File: src/rtl/fifo_rd_packer.sv
// Pops narrow words from a registered-read FIFO and packs PACK_RATIO of them
// (lane 0 in the LSBs) into one wide word on a valid/ready stream.
module fifo_rd_packer #(
  parameter int DATA_WIDTH = 8,
  parameter int PACK_RATIO = 4
) (
  input  logic                             clk,
  input  logic                             rst_n,
  output logic                             rd_en,
  input  logic [DATA_WIDTH-1:0]            data_out,
  input  logic                             empty,
  input  logic                             flush,
  output logic [DATA_WIDTH*PACK_RATIO-1:0] m_data,
  output logic [PACK_RATIO-1:0]            m_keep,
  output logic                             m_valid,
  input  logic                             m_ready,
  output logic                             busy,
  output logic [15:0]                      words_out
);

  localparam int OUT_WIDTH = DATA_WIDTH * PACK_RATIO;
  localparam int CW = $clog2(PACK_RATIO + 1);
  localparam logic [CW-1:0] FULL_CNT = CW'(PACK_RATIO);

  logic [CW-1:0]         r_acc_cnt;
  logic                  r_pend;
  logic                  r_flush_pend;
  logic                  r_m_valid;
  logic [OUT_WIDTH-1:0]  r_m_data;
  logic [PACK_RATIO-1:0] r_m_keep;
  logic [15:0]           r_words_out;

  logic [CW-1:0]         w_cnt_cap;
  logic [CW-1:0]         w_acc_next;
  logic                  w_full;
  logic                  w_out_free;
  logic                  w_handshake;
  logic                  w_flush_go;
  logic                  w_load;
  logic                  w_rd_en;
  logic [PACK_RATIO-1:0] w_keep_next;
  logic [OUT_WIDTH-1:0]  w_word_next;

  // Lane count once this cycle's in-flight read (if any) has been captured.
  assign w_cnt_cap   = r_acc_cnt + CW'(r_pend);
  assign w_full      = (w_cnt_cap == FULL_CNT);
  assign w_out_free  = !r_m_valid || m_ready;
  assign w_handshake = r_m_valid && m_ready;
  assign w_flush_go  = r_flush_pend && !r_pend && w_out_free;
  assign w_load      = w_out_free && (w_full || (w_flush_go && (r_acc_cnt != '0)));
  assign w_acc_next  = w_load ? '0 : w_cnt_cap;

  // A word leaving the accumulator this cycle frees its lanes, so the next
  // read can issue immediately and keep pops back-to-back.
  assign w_rd_en = rst_n && !empty && !r_flush_pend && (w_acc_next < FULL_CNT);

  generate
    for (genvar gi = 0; gi < PACK_RATIO; gi++) begin : g_lane
      logic [DATA_WIDTH-1:0] r_lane;
      logic                  w_wr;
      logic [DATA_WIDTH-1:0] w_lane_cur;

      assign w_wr        = r_pend && (r_acc_cnt == CW'(gi));
      assign w_lane_cur  = w_wr ? data_out : r_lane;
      assign w_keep_next[gi] = (CW'(gi) < w_cnt_cap);
      assign w_word_next[gi*DATA_WIDTH +: DATA_WIDTH] = w_keep_next[gi] ? w_lane_cur : '0;

      always_ff @(posedge clk or negedge rst_n) begin
        if (!rst_n) begin
          r_lane <= '0;
        end else if (w_wr) begin
          r_lane <= data_out;
        end
      end
    end
  endgenerate

  always_ff @(posedge clk or negedge rst_n) begin
    if (!rst_n) begin
      r_acc_cnt    <= '0;
      r_pend       <= 1'b0;
      r_flush_pend <= 1'b0;
      r_m_valid    <= 1'b0;
      r_m_data     <= '0;
      r_m_keep     <= '0;
      r_words_out  <= '0;
    end else begin
      r_pend    <= w_rd_en;
      r_acc_cnt <= w_acc_next;

      if (w_flush_go) begin
        r_flush_pend <= 1'b0;
      end else if (flush) begin
        r_flush_pend <= 1'b1;
      end

      if (w_load) begin
        r_m_data  <= w_word_next;
        r_m_keep  <= w_keep_next;
        r_m_valid <= 1'b1;
      end else if (w_handshake) begin
        r_m_valid <= 1'b0;
      end

      if (w_handshake) begin
        r_words_out <= r_words_out + 16'd1;
      end
    end
  end

  assign rd_en     = w_rd_en;
  assign m_data    = r_m_data;
  assign m_keep    = r_m_keep;
  assign m_valid   = r_m_valid;
  assign words_out = r_words_out;
  assign busy      = (r_acc_cnt != '0) || r_pend || r_m_valid || r_flush_pend;

endmodule
File: config.mk
export PLATFORM = sky130hd
export DESIGN_NAME = fifo_rd_packer
export DESIGN_NICKNAME = d
export VERILOG_FILES = /design/src/rtl/fifo_rd_packer.sv
export SDC_FILE = /design/constraint.sdc
export NUM_CORES = 1
export LEC_CHECK = 0
export CORE_ASPECT_RATIO = 1.5
export CORE_UTILIZATION = 30
export CTS_CLUSTER_SIZE = 24
export DETAILED_ROUTE_END_ITERATION = 6
export SYNTH_ARGS = -nofsm -noshare
export SYNTH_HDL_FRONTEND = slang
export SYNTH_SLANG_ARGS = --single-unit
export TNS_END_PERCENT = 20
File: constraint.sdc
create_clock -name clk -period 2.6 [get_ports clk]
set_clock_uncertainty 0.2 [all_clocks]
set_input_delay 0.39 -clock clk [delete_from_list [all_inputs] [get_ports clk]]
set_output_delay 0.39 -clock clk [all_outputs]
set_load 0.005 [all_outputs]
# Word level (Yosys, flattened, before mapping)
# Index checks and enable logic that the tools add are counted.
# totals
regBits,90
inputBits,13
elab_cells,60
# op_classes
n_lt_le_gt_ge,5
muxes,13
n_eq_ne,4
reduce_logical,25
n_addsub,2
# ops
operator,count
two-way mux 8 bit,8
adder 16 x 1 -> 16 bit (second input constant),1
logical AND 1 bit,12
== test 3 x 2 -> 1 bit (second input constant),2
< comparator 1 x 3 -> 1 bit (first input constant),2
< comparator 2 x 3 -> 1 bit (first input constant),2
logical OR 1 bit,5
zero test 1 bit,4
two-way mux 1 bit,4
nonzero test 2 bit,2
adder 3 x 1 -> 3 bit,1
== test 3 x 1 -> 1 bit (second input constant),1
== test 3 bit (second input constant),1
zero test 3 bit,1
< comparator 3 bit (second input constant),1
two-way mux 3 bit,1
nonzero test 3 bit,1

# Longest topological paths before layout
# depth
ltp_word,9
depth_mapped,7

# Worst setup path before layout
# Ideal clock, no wire load.
# synth_timing
kind,register -> output
start,reg r_acc_cnt[0]
end,out rd_en
n_path_buf,0
setup_slack_ps,70
path_stages_with_launch,7
t_arrival_ps,1940
required_time_ps,2010
cell_sequence,dfrtp_1 -> ha_1 -> ha_1 -> or2_2 -> o32ai_4 -> a21oi_1 -> nor4b_1
# synth_between
elab_chain_len,7
word_cells_on_any_way,9
cone_classes,add/sub (1); order compare (1); eq/ne (1); mux (1); reduce/logical (5)
# synth_lines
item,line_no,source
from (decl),25,logic [CW-1:0] r_acc_cnt;
from (signal assigned),89,r_acc_cnt <= w_acc_next;
adder 3 x 1 -> 3 bit or nonzero test 3 bit (tied branches),"45, 50",
== test 3 bit or logical AND 1 bit (tied branches),"46, 50",
logical OR 1 bit,50,assign w_load = w_out_free && (w_full || (w_flush_go && (r_acc_cnt != '0)));
logical AND 1 bit,50,
two-way mux 3 bit (*),51,assign w_acc_next = w_load ? '0 : w_cnt_cap;
net w_acc_next[2],34,logic [CW-1:0] w_acc_next;
< comparator 3 bit (*),55,assign w_rd_en = rst_n && !empty && !r_flush_pend && (w_acc_next < FULL_CNT);
logical AND 1 bit (*),55,
to (decl),9,"output logic rd_en,"
# Mark *: on every way through the listed nets, which the timed path passes. The rest lies on a longest branch.

# Final worst setup path
# layout_timing
start,reg r_pend
end,out rd_en
# layout_between
elab_chain_len,9
word_cells_on_any_way,11
cone_classes,add/sub (1); order compare (1); eq/ne (1); mux (1); reduce/logical (7)
# layout_lines
item,line_no,source
from (decl),26,logic r_pend;
from (signal assigned),88,r_pend <= w_rd_en;
branches (longest 6 deep; another with adder 3 x 1 -> 3 bit),--,
two-way mux 3 bit (*),51,
net w_acc_next[2],34,
< comparator 3 bit (*),55,
logical AND 1 bit (*),55,
# Mark *: on every way through the listed nets, which the timed path passes.

==> impl_metrics.csv <==
group,metric,value,unit
status,status,"finished, violations left",
status,failed_checks,"negative setup slack",
synth,ys_warn_count,0,
pwr,p_leak,2.24,nW
critical_path,timing.rr.start,"r_pend",
sta,finalWorstSetupSlack,-67.5,ps
global_route,first_global_vias,2560,
synth,syn_nets,275,
synth,synthCells,259,
critical_path,crit_path_end_kind,"primary output",
critical_path,crit_fanout,2,
floorplan,io_pins,68,
synth,synthesis.area,0.00370,mm²
route,postRouteAntennaNets,0,
clock_tree,cts_buffer_depth,2,
sta,fin_crit_sh,1.03,
global_route,grt_max_degree,48,
route,drt-pass1-iter-count,4,
sta,period_minus_slack,2670,ps
critical_path,worstReg2RegEnd,"m_data[26]",
global_route,grt_use_total,0.140,
synth,synth.distinct_cells,44,
pwr,swShare,0.313,
layout,drive_gt1_frac,0.240,
floorplan,die-area,0.0128,mm²
pwr,p_int,3.97,mW
hold_path,hold_path_depth,1,
route,drc_errors,0,
sta,timing.hold.ws,271,ps
floorplan,fp-row-count,49,
clock_tree,path_clk_slew,70,ps
layout,antennaDiodeCount,0,
hold_path,min_from,"words_out[15]",
clock_tree,cts-htree-levels,3,
floorplan,die_y,138,µm
pwr,p_sw,1.81,mW
layout,synthToLayoutAreaGrowth,36.3,%
global_route,grt_pass1_wl,13.6,mm
route,drt_iter0_drc,90,
sta,worstMarginPinSlew,599,ps
route,detail_route.wirelength,8.52,mm
floorplan,fp.coreArea,0.0120,mm²
critical_path,cp.arrival,2080,ps
hold_path,hold_end,"words_out[15]",
pwr,ir_drop,0.444,mV
pwr,finalPower,5.78,mW
pwr,p_clk_frac,0.214,
sta,rsz0062_at_grt,"true",
route,routed_via_density,4.68,
sta,slew_headroom,0.600,
sta,hold_viol,0,
clock_tree,worstSkewPairLatency,340,ps
placement,gp_congestion,0.788,
clock_tree,cts_made_buffers,9,
critical_path,r2r_slack,200,ps
sta,tns,-67.5,ps
clock_tree,root_buffer,"clkbuf_16",
pwr,seqPwrFrac,0.380,
route,wl_per_cell,16.5,µm
sta,fmax,0.375,GHz
floorplan,dieWidth,92.7,µm
critical_path,crit_type,"flop to primary output",
hold_path,hold_class,"flop to flop",
synth,avgSynthCellArea,14.3,µm²
route,via_count,2408,
global_route,antenna_found_initial,0,
synth,seq_area_frac_synth,0.608,
critical_path,rr_worst_depth,9,
floorplan,initial_utilization,0.308,
job,cap_violations,0,
synth,ys_ff_latch,90,
sta,finalSetupViolations,1,
pwr,combinationalPowerShare,0.406,
layout,final_net_count,373,
clock_tree,cts_sinks,90,
clock_tree,cts_tree,"built",
critical_path,cp-start-kind,"flop",
placement,hpwl,5.76,mm
critical_path,cp_data_required_time,2010,ps
placement,port_buffers,67,
pwr,p_per_area,1150,mW/mm²
sta,final_max_slew_viol_count,0,
global_route,gr-total-overflow,0,
[power by group through the flow]
stage | sequential, mW | combinational [mW] | clock (mW)
6_report | 2.20 | 2.35 | 1.24
2_1_floorplan | 2.20 | 1.23 | 0
5_1_grt | 2.26 | 2.55 | 1.33
4_1_cts | 2.20 | 2.33 | 1.28
3_5_place_dp | 2.22 | 2.27 | 0
3_3_place_gp | 2.20 | 2.23 | 0
[cells by family (layout without fill, tap and decap cells)]
logic type,Yosys count,count (layout),synth area share
flip-flops,90,90,0.608
AND/OR/NAND/NOR,55,55,0.0889
multiplexers,42,42,0.136
AO/OA/AOI/OAI,33,33,0.0906
buffers and inverters,19,122,0.0237
XOR/XNOR,17,17,0.0422
adder cells (fa/ha/maj),3,3,0.0101
[final cells by class]
class / count / area (µm²)
timing repair buffer: 95 / 876
fill: 1135 / 6970
multi-input combinational: 150 / 1400
clock inverter: 6 / 47.5
tap: 153 / 191
sequential: 90 / 2250
clock buffer: 10 / 239
inverter: 11 / 41.3
[how the worst max path moves through the flow]
stage	startpoint	to
2_1_floorplan	r_acc_cnt[0]	rd_en
3_3_place_gp	r_pend	rd_en
3_5_place_dp	r_pend	rd_en
4_1_cts	r_pend	rd_en
5_1_grt	r_pend	rd_en
6_report	r_pend	rd_en
[state kept, by name (all words and copies together), names as in the netlist]
register       cells
g_lane.r_lane     32
m_data            32
words_out         16
m_keep             4
r_acc_cnt          3
m_valid            1
r_flush_pend       1
r_pend             1
[critical path, stage by stage, from the launching register on]
cell and delay, ps:
dfrtp_1 400, ha_2 200, ha_4 210, or2_4 240
o32ai_4 150, a21oi_2 120, nor4b_2 260, buf_2 160
[cell usage in the layout (no fill, tap or decap), drive strengths merged, types with 4 or more instances in the layout]
cell type	instances
dfrtp	90
clkdlybuf4s50	65
mux2	33
buf	29
nand2	19
a32o	16
inv	13
xnor2	11
a22o	10
clkbuf	10
mux2i	9
xor2	6
nor3	6
nand3	5
nor2	5
and2	4
[cells in the mapped netlist, drive strengths merged]
master / number / area share
dfrtp: 90 / 0.61
mux2: 33 / 0.11
nand2: 19 / 0.021
a32o: 16 / 0.043
inv: 11 / 0.011
xnor2: 11 / 0.028
a22o: 10 / 0.024
mux2i: 9 / 0.028
buf: 6 / 0.010
nor3: 6 / 0.013
xor2: 6 / 0.014
nand3: 5 / 0.0068
nor2: 5 / 0.0057
and2: 4 / 0.0068
and4: 3 / 0.0071
ha: 3 / 0.010
nand2b: 3 / 0.0051
and4bb: 2 / 0.0068
clkbuf: 2 / 0.0020
a21o: 1 / 0.0020
a21oi: 1 / 0.0014
a2bb2oi: 1 / 0.0024
and3: 1 / 0.0017
nand4: 1 / 0.0017
nand4b: 1 / 0.0024
nor2b: 1 / 0.0024
nor4: 1 / 0.0017
nor4b: 1 / 0.0024
o22a: 1 / 0.0024
o22ai: 1 / 0.0054
o31a: 1 / 0.0027
o32ai: 1 / 0.0074
or2: 1 / 0.0017
or3: 1 / 0.0030
[per-stage QoR]
step	instances	instance area, µm²	setup slack [ps]	utilization
floorplan	259	3700	69.5	-
global placement	492	4670	-313	0.389
detailed placement	492	4670	-400	0.389
CTS	512	5010	-101	0.417
global route	515	5050	-154	0.420
finish	515	5050	-67.5	0.420
[routing by layer]
metal | part of all wire | up-vias | routed length, µm | global-route usage
met4 | 0.018 | 0 | 151 | 0.0510
met2 | 0.52 | 57 | 4420 | 0.239
met5 | 0 | - | 0 | 0
met3 | 0.037 | 13 | 313 | 0.0308
met1 | 0.43 | 1210 | 3640 | 0.171
li1 | - | 1128 | - | -
[timing repair]
item,in CTS,in global routing
gates resized for setup,9,1
pin swaps,4,3
buffers inserted,3,3
endpoints found under the hold margin,43,0
cloned,0,0
setup endpoints to repair,1,1
hold buffers,1,0
(Power assumes the default switching activity.)
